$ cat src/rtl/seq_adder_ctrl.sv
// -----------------------------------------------------------------------------
// seq_adder_ctrl
//   Computes out = a + b + c on N = WIDTH*WORDS bit operands. It uses a single
//   WIDTH-bit adder slice, stepping through the slices one per cycle,
//   least-significant first. The carry between slices is held in a register.
//   This trades latency (WORDS cycles per operation) for a single narrow adder.
//
// Ports
//   clk        clock, rising edge
//   rst        asynchronous active-high reset
//   in_valid   operands a, b, c presented
//   in_ready   block can accept an operation (high only in IDLE)
//   a, b       N-bit operands
//   c          carry-in
//   out_valid  result held on out (high only in DONE)
//   out_ready  consumer accepts the result
//   out        {carry_out, sum[N-1:0]}, N+1 bits
//   busy       high while an operation is in RUN or DONE
// -----------------------------------------------------------------------------

// One WIDTH-bit ripple slice: {co, s} = a + b + ci.
module adder #(
    parameter int WIDTH = 4
) (
    input  logic [WIDTH-1:0] a,
    input  logic [WIDTH-1:0] b,
    input  logic             ci,
    output logic [WIDTH-1:0] s,
    output logic             co
);
    assign {co, s} = {1'b0, a} + {1'b0, b} + {{WIDTH{1'b0}}, ci};
endmodule

module seq_adder_ctrl #(
    parameter int WIDTH = 4,
    parameter int WORDS = 2
) (
    input  logic                   clk,
    input  logic                   rst,
    input  logic                   in_valid,
    output logic                   in_ready,
    input  logic [WIDTH*WORDS-1:0] a,
    input  logic [WIDTH*WORDS-1:0] b,
    input  logic                   c,
    output logic                   out_valid,
    input  logic                   out_ready,
    output logic [WIDTH*WORDS:0]   out,
    output logic                   busy
);
    localparam int N    = WIDTH * WORDS;
    localparam int IDXW = (WORDS > 1) ? $clog2(WORDS) : 1;
    localparam logic [IDXW-1:0] LAST_IDX = IDXW'(WORDS - 1);

    localparam logic [1:0] S_IDLE = 2'd0;
    localparam logic [1:0] S_RUN  = 2'd1;
    localparam logic [1:0] S_DONE = 2'd2;

    logic [1:0]       state;
    logic [N-1:0]     op_a;
    logic [N-1:0]     op_b;
    logic             carry;
    logic [IDXW-1:0]  idx;

    logic [WIDTH-1:0] slice_a;
    logic [WIDTH-1:0] slice_b;
    logic [WIDTH-1:0] slice_sum;
    logic             slice_co;

    // The handshake outputs decode state only, so there is no combinational
    // path from in_valid or out_ready to them.
    assign in_ready  = (state == S_IDLE);
    assign out_valid = (state == S_DONE);
    assign busy      = (state != S_IDLE);

    // idx never exceeds WORDS-1, so the part-selects stay in range even
    // when WORDS is not a power of two.
    always_comb begin
        slice_a = op_a[idx*WIDTH +: WIDTH];
        slice_b = op_b[idx*WIDTH +: WIDTH];
    end

    adder #(.WIDTH(WIDTH)) u_adder (
        .a  (slice_a),
        .b  (slice_b),
        .ci (carry),
        .s  (slice_sum),
        .co (slice_co)
    );

    always_ff @(posedge clk or posedge rst) begin
        if (rst) begin
            state <= S_IDLE;
            op_a  <= '0;
            op_b  <= '0;
            carry <= 1'b0;
            idx   <= '0;
            out   <= '0;
        end else begin
            case (state)
                S_IDLE: begin
                    if (in_valid) begin
                        // Operands are captured here so the source may change
                        // them freely after the accept edge.
                        op_a  <= a;
                        op_b  <= b;
                        carry <= c;
                        idx   <= '0;
                        out   <= '0;
                        state <= S_RUN;
                    end
                end
                S_RUN: begin
                    out[idx*WIDTH +: WIDTH] <= slice_sum;
                    carry                   <= slice_co;
                    if (idx == LAST_IDX) begin
                        out[N] <= slice_co;
                        state  <= S_DONE;
                    end else begin
                        idx <= idx + IDXW'(1);
                    end
                end
                S_DONE: begin
                    // The result is held until it is consumed. The return to
                    // IDLE prevents an accept in the same cycle.
                    if (out_ready) begin
                        state <= S_IDLE;
                    end
                end
                default: state <= S_IDLE;
            endcase
        end
    end
endmodule

$ cat config.mk
export PLATFORM = sky130hd
export DESIGN_NAME = seq_adder_ctrl
export DESIGN_NICKNAME = d
export VERILOG_FILES = /design/src/rtl/seq_adder_ctrl.sv
export SDC_FILE = /design/constraint.sdc
export NUM_CORES = 1
export LEC_CHECK = 0
export BUFFER_PORTS_ARGS = -buffer_cell sky130_fd_sc_hd__buf_4
export CAP_MARGIN = 30
export CELL_PAD_IN_SITES_DETAIL_PLACEMENT = 0
export CELL_PAD_IN_SITES_GLOBAL_PLACEMENT = 1
export CORE_MARGIN = 2
export CORE_UTILIZATION = 42
export CTS_BUF_LIST = sky130_fd_sc_hd__clkbuf_8 sky130_fd_sc_hd__clkbuf_16
export CTS_CLUSTER_DIAMETER = 50
export DETAILED_ROUTE_END_ITERATION = 10
export GPL_ROUTABILITY_DRIVEN = 0
export GPL_TIMING_DRIVEN = 0
export HOLD_SLACK_MARGIN = 0.1
export PLACE_DENSITY = 0.82
export SLEW_MARGIN = 30
export SYNTH_ARGS = -nofsm -noshare
export SYNTH_HDL_FRONTEND = slang
export SYNTH_SLANG_ARGS = --single-unit
$ cat constraint.sdc
create_clock -name clk -period 3.34 [get_ports clk]
set_clock_uncertainty 0.2 [all_clocks]
set_input_delay 0.334 -clock clk [delete_from_list [all_inputs] [get_ports clk]]
set_output_delay 0.334 -clock clk [all_outputs]
set_load 0.05 [all_outputs]
---- Yosys cells after proc, flatten, opt, wreduce, memory -nomap -nowiden ----
Cells that the tools add are included.
storage, ports and cells
  register bits after elaboration ......... 29
  input port bits ......................... 21
  output and inout port bits .............. 12
  word-level logic and storage cells ...... 38
operators by class
  add/sub/neg operators ................... 4
  equality and inequality tests ........... 5
  shifts and indexed selects .............. 4
  mux-type cells .......................... 13
  reductions and logical operators ........ 6
operators with widths
  cell                                                                     number
  3-bit negation with 34-bit output                                        1
  4-bit by 34-bit variable shift with 9-bit output (first input constant)  1
  4-bit by 34-bit indexed part select with 9-bit output                    1
  9-bit case mux with 2 select lines                                       1
  8-bit by 4-bit indexed part select with 4-bit output                     2
  9-bit bitwise mux                                                        1
  9-bit two-way mux                                                        1
  2-bit two-way mux                                                        3
  2-bit case mux with 3 select lines                                       1
  4-bit by 4-bit adder with 5-bit output                                   1
  5-bit by 1-bit adder with 5-bit output                                   1
  1-bit two-way mux                                                        4
  2-bit != test (second input constant)                                    2
  1-bit case mux with 2 select lines                                       2
  2-bit AND reduction                                                      2
  2-bit nonzero test                                                       2
  3-bit AND reduction                                                      1
  2-bit by 1-bit == test with 1-bit output (second input constant)         1
  2-bit == test (second input constant)                                    1
  2-bit logical NOT                                                        1
  2-bit by 1-bit != test with 1-bit output (second input constant)         1
  1-bit adder (second input constant)                                      1

---- Depth between registers and ports, before layout ----
  word-level depth ........................ 7
  mapped depth ............................ 7
  mapped depth without buffers ............ 6

---- Modules after synthesis ----
A second synthesis with hierarchy kept.
second synthesis, totals
  cell total of the unflattened synthesis .. 118
  area, all modules ....................... 1551.5 um^2
by module, submodules not included
  module          instances  cells an instance  area each (um^2)
  seq_adder_ctrl  1          102                1407.6
  adder           1          16                 143.9

---- Worst setup path before layout ----
No wires, ideal clock.
  path type ............................... reg2reg
  from .................................... register idx
  to ...................................... register carry
  library setup time ...................... 0.137 ns
  data arrival time ....................... 2.206 ns
  path slack .............................. 0.796 ns
  stages on the path, launching flop included .. 8
  path buffers ............................ 1
  cells stage by stage .................... dfrtp_1 -> buf_2 -> mux2_2 -> fa_1 -> fa_1 -> a21o_1 -> a21oi_1 -> o221ai_1
between the ends
  word-level cells in the longest chain between the ends .. 4
ends and longest elaborated chain
  what                                                                     RTL line  source
  start, declared                                                          62        logic [IDXW-1:0] idx;
  start signal, assigned                                                   119       idx <= idx + IDXW'(1);
  8-bit by 4-bit indexed part select with 4-bit output (on tied branches)  78, 79
  4-bit by 4-bit adder with 5-bit output (*)                               31        assign {co, s} = {1'b0, a} + {1'b0, b} + {{WIDTH{1'b0}}, ci};
  5-bit by 1-bit adder with 5-bit output (*)                               31
  1-bit case mux with 2 select lines (*)                                   99        case (state)
  end signal, assigned                                                     114       carry <= slice_co;
  end, declared                                                            61        logic carry;
Every way passes the cells marked *; elsewhere a longest branch is shown, timed or not.
A chain may end at the register's enable or synchronous reset.

---- Worst setup path in the final report ----
Same ends and word-level chain as after synthesis.

==> reports/qor.yml <==
timing.max_cap.violations: 0
fp.dieW_um: 61.1
cts.path.max_buffers: 2
peakVddDrop_uv: 483
rr_worst_depth: 7
insertedDiodeCount: 0
place.detailed.instances: 177
grt_first_pass_wirelength_um: 4920
initial_standard_cell_utilization_of_the_core_pct: 44.5
gr-total-overflow: 0
regToRegSetupSlack_ps: 550
ff_latch_area_sq_um: 726
timing.setup.critical_path_class: "reg2reg"
io_pins: 33
final_cell_mix: "sky130_fd_sc_hd__buf_4 (34), sky130_fd_sc_hd__dfrtp_1 (29), sky130_fd_sc_hd__dlygate4sd3_1 (19)"
dp_worst_setup_slack_ps: 584
drive_above_1_share_pct: 35.0
drt_pass1_iterations: 4
cp_data_arrival_time_ps: 2740
min_path_type: "in2reg"
setup.worst_path.end_class: "flop"
post-layout-total-power_mw: 2.08
final_period_minus_worst_setup_slack_ps: 2790
hold_viol_final: 0
post-route-worst-setup-slack_ps: 551
area_enclosed_by_the_die_boundary_sq_mm: 0.00373
tritoncts: "built"
max_freq_ghz: 0.359
nFillCells: 254
io_buffers: 32
hold-worst-slack_ps: 194
synth.yosys.warnings: 0
regToRegStartpoint: "idx$_DFFE_PP0P_"
area_growth_pct: 42.9
total_leakage_power_nw: 0.923
dr_total_vias: 1001
layout_worst_path_cycle_share_pct: 83.5
synth_seq_area_share_pct: 53.0
placeableCoreArea_sq_mm: 0.00308
yosys_register_bits: 29
rr_endpoint: "carry$_DFFE_PP0P_"
area_used_by_multi_input_combinational_logic_sq_um: 604
worst_slew_pin_slew_ps: 604
totalWireLength_um: 2970
path_max_fanout: 10
viasPerCell: 4.91
number_of_setup_buffers_added_after_cts: 0
hpwlAfterDp_um: 1980
crit_path_start_kind: "flop"
power-per-cell-area_mw_per_mm2: 1060
drc: 0
min_delay_path_depth: 4
synth_area_sq_mm: 0.00137
grt.total_usage_pct: 19.4
postSynthAreaPerCell_sq_um: 13.6
min_to: "out[2]$_DFFE_PP0P_"
grt_antenna_before_repair: 0
most_common_cell_after_layout_fill_and_taps_aside: "sky130_fd_sc_hd__buf_4"
die_h_um: 61.1
stdcell_count: 204
first_global_vias: 1105
drtIter0Drc: 16
rows: 20
insertion_delay_ps: 280
post_synth_num_cell_types: 32
synth_fp_nets: 127
final_max_slew_viol_count: 0
post_synth_inst_count: 101
setup-violations-final: 0
cp.required_ps: 3290
root_cell_of_the_clock_tree: "sky130_fd_sc_hd__clkbuf_8"
setup_repair_after_global_routing_missed_its_margin: "no"
clock_sinks: 29
status: "finished clean"
drtAntennaViolNets: 0
final_nets: 185
final.setup.tns_ps: 0
cts_buffer_count: 5
grt_start_max_net_pins: 30
clk_transition_reported_paths_ps: 60
wire_per_inst_um: 14.6
htree_levels: 2
timing.hold.worst.start: "in_valid"
timing.max_slew.rel_slack_pct: 59.7
routing by layer:
layer / GRT usage [%] / up-vias / part of all wire [%]
li1: - / 481 / -
met1: 21.7 / 490 / 41
met2: 32.8 / 24 / 52
met3: 5.88 / 6 / 4.5
met4: 10.9 / 0 / 2.4
met5: 0 / - / 0
synthesized netlist by cell type (all sizes together):
master	count	area share (%)
dfrtp	29	53
mux2	24	20
inv	5	1.4
a22o	4	2.6
buf	3	1.5
ha	3	2.7
nand2	3	0.82
nor3b	3	2.4
o21ai	3	1.1
a21oi	2	0.73
fa	2	2.9
nand2b	2	0.91
nand3b	2	1.1
nor2	2	0.73
o2bb2ai	2	1.3
a2111o	1	0.82
a211o	1	0.64
a211oi	1	0.55
a21o	1	0.55
and3b	1	0.64
and4	1	0.64
mux2i	1	0.73
nand3	1	0.37
nand4	1	0.46
o221ai	1	0.64
or2	1	0.46
xnor2	1	0.64
sequential cells by signal, summed over array words and instances, names as in the netlist:
name,cells
idx,1
op_a,8
carry,1
op_b,8
out,9
state,2
worst max-delay path by stage:
stage,start,endpoint,slack [ps],cells past startpoint
floorplan,idx$_DFFE_PP0P_,carry$_DFFE_PP0P_,800,7
detailed placement,idx$_DFFE_PP0P_,carry$_DFFE_PP0P_,580,7
finish,idx$_DFFE_PP0P_,carry$_DFFE_PP0P_,550,7
global route,idx$_DFFE_PP0P_,carry$_DFFE_PP0P_,430,7
global placement,idx$_DFFE_PP0P_,carry$_DFFE_PP0P_,600,7
CTS,idx$_DFFE_PP0P_,carry$_DFFE_PP0P_,550,7
layout make-up:
type | instances | share of cell area [%]
Clock buffer | 7 | 4.93
Tap cell | 44 | 2.82
Inverter | 5 | 0.960
Multi-Input combinational cell | 64 | 30.9
Sequential cell | 29 | 37.1
Clock inverter | 1 | 0.256
Timing Repair Buffer | 51 | 22.0
Buffer | 3 | 1.02
where the power goes:
group	internal, mW	leakage, nW	switching [mW]
Sequential	0.516	0.356	0.101
Clock	0.186	0.0542	0.132
Combinational	0.498	0.513	0.644
Total	1.20	0.923	0.877
stage by stage:
step	util [%]	area, sq um
after CTS	63.5	1960
after global routing	63.5	1960
after floorplan	-	1370
final	63.5	1960
after global placement	54.1	1660
after detailed placement	54.1	1660
timing repair:
action | CTS | global route
hold buffers | 19 | 0
gates resized for setup | 0 | 0
hold endpoints to repair | 47 | 0
critical path: stages (launching register included):
cell and delay (ps):
sky130_fd_sc_hd__dfrtp_1 400, sky130_fd_sc_hd__buf_2 270, sky130_fd_sc_hd__mux2_2 390, sky130_fd_sc_hd__fa_1 440
sky130_fd_sc_hd__fa_1 420, sky130_fd_sc_hd__a21o_1 200, sky130_fd_sc_hd__a21oi_1 210, sky130_fd_sc_hd__o221ai_1 140
logic make-up (layout without fill, tap and decap cells):
group                    count (synthesis)  after routing  synth area share, %
adder cells (fa/ha/maj)                  5              5                 5.67
AO/OA/AOI/OAI                           16             16                 8.87
flip-flops                              29             29                 53.0
buffers and inverters                    8             67                 2.83
AND/OR/NAND/NOR                         17             17                 8.50
multiplexers                            25             25                 20.5
XOR/XNOR                                 1              1                0.640
No activity file was read; power rests on OpenSTA's default activity.
